### src/rtl/nios2os_avalon_st_error_tagger.sv
// rtl/nios2os_avalon_st_error_tagger.sv - Avalon-ST framing checker that tags packets with error bits
//
// Purpose: single output register stage between an Avalon-ST sink (no error)
// and an Avalon-ST source (with 6-bit error). Each beat is copied unchanged and
// tagged with sticky per-packet framing/length errors:
//   bit0 orphan (non-sop beat outside a packet), bit1 missing eop,
//   bit2 oversize, bit3 undersize, bit4 nonzero empty on a non-eop beat, bit5 = 0.
//
// Ports:
//   clk, reset_n             clock, asynchronous active-low reset
//   in_valid/in_ready/in_data/in_startofpacket/in_endofpacket/in_empty   sink
//   out_valid/out_ready/out_data/out_startofpacket/out_endofpacket/
//   out_empty/out_error                                                   source
//   err_pkt_count            saturating count of packets ending with nonzero error
module nios2os_avalon_st_error_tagger #(
  parameter int unsigned MIN_BYTES = 64,
  parameter int unsigned MAX_BYTES = 1518
) (
  input  logic        clk,
  input  logic        reset_n,
  input  logic        in_valid,
  output logic        in_ready,
  input  logic [31:0] in_data,
  input  logic        in_startofpacket,
  input  logic        in_endofpacket,
  input  logic [1:0]  in_empty,
  output logic        out_valid,
  input  logic        out_ready,
  output logic [31:0] out_data,
  output logic        out_startofpacket,
  output logic        out_endofpacket,
  output logic [1:0]  out_empty,
  output logic [5:0]  out_error,
  output logic [15:0] err_pkt_count
);

  typedef enum logic [0:0] {IDLE, IN_PKT} state_t;

  state_t      state, state_next;
  logic [15:0] byte_count, count_next;
  logic [15:0] pkt_len;
  logic [5:0]  err_acc, err_base, err_next;
  logic        accept;
  logic        eff_sop, orphan, missing_eop;
  logic        oversize, undersize, bad_empty;

  // Register slice: upstream may push whenever the slot is empty or draining.
  assign in_ready = !out_valid || out_ready;
  assign accept   = in_valid && in_ready;

  always_comb begin
    state_next  = state;
    orphan      = (state == IDLE) && !in_startofpacket;
    missing_eop = (state == IN_PKT) && in_startofpacket;
    // An orphan beat opens a packet exactly as a real sop would.
    eff_sop     = in_startofpacket || (state == IDLE);

    if (eff_sop) begin
      count_next = 16'd4;
    end else if (byte_count > 16'hFFFB) begin
      count_next = 16'hFFFF;
    end else begin
      count_next = byte_count + 16'd4;
    end

    // count_next is at least 4 and in_empty at most 3, so no underflow.
    pkt_len   = count_next - {14'd0, in_empty};
    oversize  = ({16'd0, count_next} > MAX_BYTES);
    undersize = in_endofpacket && ({16'd0, pkt_len} < MIN_BYTES);
    bad_empty = !in_endofpacket && (in_empty != 2'd0);

    err_base = eff_sop ? 6'd0 : err_acc;
    err_next = err_base | {1'b0, bad_empty, undersize, oversize, missing_eop, orphan};

    if (accept) begin
      state_next = in_endofpacket ? IDLE : IN_PKT;
    end
  end

  always_ff @(posedge clk or negedge reset_n) begin
    if (!reset_n) begin
      state      <= IDLE;
      byte_count <= 16'd0;
      err_acc    <= 6'd0;
    end else begin
      state <= state_next;
      if (accept) begin
        byte_count <= count_next;
        err_acc    <= err_next;
      end
    end
  end

  always_ff @(posedge clk or negedge reset_n) begin
    if (!reset_n) begin
      out_valid         <= 1'b0;
      out_data          <= 32'd0;
      out_startofpacket <= 1'b0;
      out_endofpacket   <= 1'b0;
      out_empty         <= 2'd0;
      out_error         <= 6'd0;
    end else if (accept) begin
      out_valid         <= 1'b1;
      out_data          <= in_data;
      out_startofpacket <= in_startofpacket;
      out_endofpacket   <= in_endofpacket;
      out_empty         <= in_empty;
      out_error         <= err_next;
    end else if (out_ready) begin
      out_valid <= 1'b0;
    end
  end

  always_ff @(posedge clk or negedge reset_n) begin
    if (!reset_n) begin
      err_pkt_count <= 16'd0;
    end else if (accept && in_endofpacket && (err_next != 6'd0)
                 && (err_pkt_count != 16'hFFFF)) begin
      err_pkt_count <= err_pkt_count + 16'd1;
    end
  end

endmodule

### config.mk
export PLATFORM = sky130hd
export DESIGN_NAME = nios2os_avalon_st_error_tagger
export DESIGN_NICKNAME = d
export VERILOG_FILES = /design/src/rtl/nios2os_avalon_st_error_tagger.sv
export SDC_FILE = /design/constraint.sdc
export NUM_CORES = 1
export LEC_CHECK = 0
export ABC_AREA = 1
export BUFFER_PORTS_ARGS = -buffer_cell sky130_fd_sc_hd__buf_2
export CORE_MARGIN = 2
export CORE_UTILIZATION = 50
export CTS_CLUSTER_SIZE = 40
export DETAILED_ROUTE_END_ITERATION = 8
export HOLD_SLACK_MARGIN = 0.08
export PLACE_DENSITY_LB_ADDON = 0.12
export SETUP_SLACK_MARGIN = 0.5
export SYNTH_ARGS = -nofsm -noshare
export SYNTH_HDL_FRONTEND = slang
export SYNTH_SLANG_ARGS = --single-unit
### constraint.sdc
create_clock -name clk -period 3.4 [get_ports clk]
set_input_delay 0.68 -clock clk [delete_from_list [all_inputs] [get_ports clk]]
set_output_delay 0.68 -clock clk [all_outputs]
set_load 0.005 [all_outputs]
Word-level counts from Yosys, hierarchy flattened
Cells that the tools add are included.

Bits in registers: 76. Bits in latches: 0. Memory bits (writable): 0. ROM bits: 0. Bits of input ports: 40. Output and inout port bits: 60. Logic and storage cells: 40. Memories: 0.

$add $sub $neg: 3. Multiply operators: 0. Div/mod/pow operators: 0. Order comparisons: 3. Equal/unequal tests: 1. Shifts and indexed selects: 0. Muxes and demuxes: 6. Bitwise gates (word level): 2. Reduce and logical (&&, ||, !) cells: 16.

Operators by type and width (number): 16-bit two-way mux (2); 16-bit by 1-bit adder with 16-bit output, second input constant (1); 16-bit by 3-bit adder with 16-bit output, second input constant (1); 16-bit by 11-bit greater-than comparator with 1-bit output, second input constant (1); 16-bit greater-than comparator, second input constant (1); 16-bit by 7-bit < comparator with 1-bit output, second input constant (1); 16-bit != test, second input constant (1); 16-bit by 2-bit subtractor with 16-bit output (1); 1-bit logical AND (8); 6-bit two-way mux (1); 6-bit by 5-bit bitwise OR with 6-bit output (1); 6-bit nonzero test (1); 2-bit nonzero test (2); 1-bit zero test (3); 1-bit two-way mux (3); 1-bit logical OR (2); 1-bit inverter (1).

Logic depth before layout (Yosys ltp)
Depth in word-level cells: 10. Gate-level depth with buffers: 23.

Worst setup path after synthesis
No wires, ideal clock.

Kind: register to register. From: reg byte_count[3]. To: reg err_pkt_count[5]. Arrival time: 2.741 ns. Data required time: 3.283 ns. Setup slack: 0.542 ns. Cell stages (with the launch flop): 21. Path buffers: 2. Period minus slack after synthesis: 2.858 ns. Cell sequence: dfrtp_1 ha_1 nand2_2 nor2_4 nand4_4 buf_6 a21oi_1 ha_1 nand2_1 nand2_1 nor2_1 nand3_1 nand2_1 nand2_1 nor2_1 nand2_1 nand2_4 nand3_4 buf_6 nand2_1 nand2_1.

Cells in the longest elaborated chain, start to end: 10. Elaborated cells between the ends (all ways): 12. Classes of those cells: add/sub (2); order compare (3); mux (2); bitwise (1); reduce/logical (4).

RTL lines: start, declared (RTL line 40) `logic [15:0] byte_count, count_next;`; start signal, assigned (RTL line 88) `byte_count <= count_next;`; 16-bit greater-than comparator (*) (RTL line 60) `end else if (byte_count > 16'hFFFB) begin`; 16-bit two-way mux (*) (RTL line 60); 16-bit two-way mux (*) (RTL line 58) `if (eff_sop) begin`; named net count_next[1] (RTL line 40); 16-bit by 2-bit subtractor with 16-bit output (RTL line 67) `pkt_len = count_next - {14'd0, in_empty};`; 16-bit by 7-bit < comparator with 1-bit output (RTL line 69) `undersize = in_endofpacket && ({16'd0, pkt_len} < MIN_BYTES);`; 1-bit logical AND (RTL line 69); 6-bit by 5-bit bitwise OR with 6-bit output (*) (RTL line 73) `err_next = err_base | {1'b0, bad_empty, undersize, oversize, missing_eop, orphan};`; 6-bit nonzero test (*) (RTL line 117) `end else if (accept && in_endofpacket && (err_next != 6'd0)`; 1-bit logical AND (*) (RTL line 117); 1-bit logical AND (*) (RTL line 118) `&& (err_pkt_count != 16'hFFFF)) begin`; end signal, assigned (RTL line 119) `err_pkt_count <= err_pkt_count + 16'd1;`; end, declared (RTL line 34) `output logic [15:0] err_pkt_count`.

The timed path passes the listed nets; every way through them passes the cells marked *. A chain may end at the register's enable or synchronous reset.

Final worst setup path
From: reg byte_count[2]. To: reg err_pkt_count[3].

Same word-level chain as after synthesis.

==> results.md <==
* Status: completed
* Initial antenna violation count at 0
* Synth Area per Inst at 7.32 sq um
* Synth top area share at 44.7%
* Final slew viol count at 0
* Yosys top cell by area: dfrtp_1
* Ant diodes at 0
* # port buffers at 99
* Worst r2r dst: err_pkt_count[3]
* Die W at 96.2 microns
* Gr ovfl total at 0
* Endpoints failing hold at 0
* Fin Hold WS at 447 ps
* DRC viols at 0
* Relative slew slack at 35.6%
* Pre-antenna DRT Iters at 5
* Vias in the first global route at 3936
* Max VDD drop at 0.268 mV
* GRT Util Overall at 24.5%
* Die Span Y at 96.2 microns
* Synthesized instance count at 581
* Endpoint class of the critical path: register
* Row count at 33
* Clock slew at reported path FFs at 90 ps
* Root Driver: clkbuf_8
* Cts hold-fix bufs at 0
* Worst EP arrival at 3120 ps
* Vias at 4226
* Worst Clk Skew at 11.0 ps
* Synth cell types at 37
* Largest net degree at the start of global routing at 77
* First-pass GRT wire length at 17.8 mm
* Synth warn at 0
* CTS tree: done
* Die footprint at 0.00926 sq mm
* Share of layout cells above drive strength 1 at 30.3%
* Max cap viols at 0
* Yosys reg bits at 76
* Top area cells in the synthesized netlist: dfrtp_1 45%, nand2_1 22%, nand4_1 3.8%
* Routability Congestion at 0.863
* Post-layout minimum cycle time at 2870 ps
* Core Footprint at 0.00822 sq mm
* Utilization after layout at 66.2%
* Design Power at 0.00235 W
* Worst-Margin Slew at 966 ps
* Setup violators final at 0
* Max Buffers Root-to-Sink at 2
* Clk sinks at 76
* RSZ-0062 raised after global routing: true
* Mapped Nets at 625
* Pwr Density at 432 mW/mm^2
* FMAX at 0.348 GHz
* Initial DRC count at 164
* Drt wl/cell at 14.0 microns
* Register area share after synthesis at 44.7%
* Via density at 5.23
* Ports at 100
* Mapped cell area at 0.00425 sq mm
* Period utilization at 84.5%
* H-tree depth reported by CTS at 3
* TNS Setup at 0 ps
* CP required at 3640 ps
* Post-DP HPWL at 7.40 mm
* WL final at 11.3 mm
* Hold crit path type: in -> async
* TritonCTS Buffers at 9
* Initial core utilization at 51.7%
* Clock Latency Late Sink at 350 ps
* R2R setup slack at 530 ps
* DRT antenna net count at 0
* Launch point of the worst reg-to-reg path: byte_count[2]
* Crit path kind: reg -> reg
* Leak Pwr at 2.92 nW
* CP startpoint kind: register
* R2r worst-path depth at 16
* # nets final at 742
* Crit path max fanout at 8
* Synthesis-to-finish area growth at 27.9%
## worst max-delay path: stages, from the launching register on
cell     delay [ps]
dfrtp_1         440
ha_4            180
nand2_4          80
nor2_4          160
nand4_4         180
a21oi_4         230
ha_4            230
nand2_4         100
nand3_2         120
o21ai_1         160
nand2_1          90
nor3_2          160
nand2_1         120
nand2_4         160
nand3_4         180
nand2_2         140
nand2_2          50
## cell usage after synthesis, drive strengths merged
cell and number:
nand2 261, dfrtp 76, nor2 51, inv 42
nand3 29, nand4 27, o21ai 26, clkbuf 14
a21oi 10, xor2 9, nor3 7, xnor2 7
buf 5, ha 4, clkinv 3, nand3b 3
o21bai 2, or2 2, o2111ai 1, o22ai 1
o31ai 1
## cell usage in the layout (no fill, tap or decap), types with 3 or more instances in the layout
cell        instances
a21oi_1             9
clkinvlp_4          3
nor3_1              5
clkbuf_8           10
nand3b_1            3
buf_4              23
nand4_1            26
dfrtp_1            74
nand2_1           231
buf_2              98
xor2_1              8
clkinv_1            3
xnor2_1             7
ha_4                3
o21ai_0            23
nor2_1             34
nand2_2            24
nand3_4             4
nor2_4              8
nor2_2              9
inv_2               7
nand2_4             6
inv_1              34
nand3_1            24
## layout make-up
type	instances	area [sq um]
multi-input combinational	442	2300
clock inverter	6	70.1
tap	105	131
fill	720	2780
sequential	76	1900
timing repair buffer	124	723
inverter	45	171
clock buffer	10	138
## report_power, final
part | switching, W | leakage, nW | internal, W
clock network | 0.000375 | 0.0955 | 0.000364
logic | 0.000294 | 1.85 | 0.000227
registers | 0.0000859 | 0.978 | 0.00100
## cells by family (layout without fill, tap and decap cells)
kind of cell    after synthesis  in the layout  synth area share [%]
buf+inv                      64            185                  6.12
xor+xnor                     16             16                  3.47
simple gates                380            381                  39.3
fa+ha+maj                     4              4                  1.18
flops                        76             76                  44.7
compound gates               41             41                  5.21
## state kept, by name, summed over array words and instances (netlist names)
name               flops
out_startofpacket      1
out_data              32
byte_count            16
err_acc                6
out_valid              1
state                  1
out_endofpacket        1
out_empty              2
err_pkt_count         16
## timing repair
action	4_1_cts	5_1_grt
cloned	1	1
resized for setup	3	54
endpoints found under the setup margin	16	16
buffers inserted	7	13
pin swaps	1	23
## metal layers
layer | GRT usage, % | wire, microns | up-vias | share of wire [%]
met5 | 0 | 0 | - | 0
met3 | 4.78 | 614 | 17 | 5.4
li1 | - | - | 2082 | -
met1 | 32.1 | 4950 | 1998 | 44
met2 | 40.7 | 5510 | 129 | 49
met4 | 7.86 | 206 | 0 | 1.8
## per-stage QoR
step | cell area (sq um) | std cells | setup slack, ps
after floorplan | 4250 | 581 | 542
after global placement | 4820 | 770 | 313
after detailed placement | 4820 | 770 | 143
after CTS | 5120 | 794 | 515
after global routing | 5440 | 808 | 329
final | 5440 | 808 | 527
## worst max path at each step
stage	from	slack (ps)	cells past startpoint	end
final	byte_count[2]	530	16	err_pkt_count[3]
after floorplan	byte_count[3]	540	20	err_pkt_count[5]
after global placement	byte_count[3]	310	18	err_pkt_count[11]
after global routing	byte_count[3]	330	18	err_pkt_count[3]
after detailed placement	byte_count[3]	140	18	err_pkt_count[5]
after CTS	byte_count[2]	520	18	err_pkt_count[3]
No activity file was read; power rests on OpenSTA's default activity.
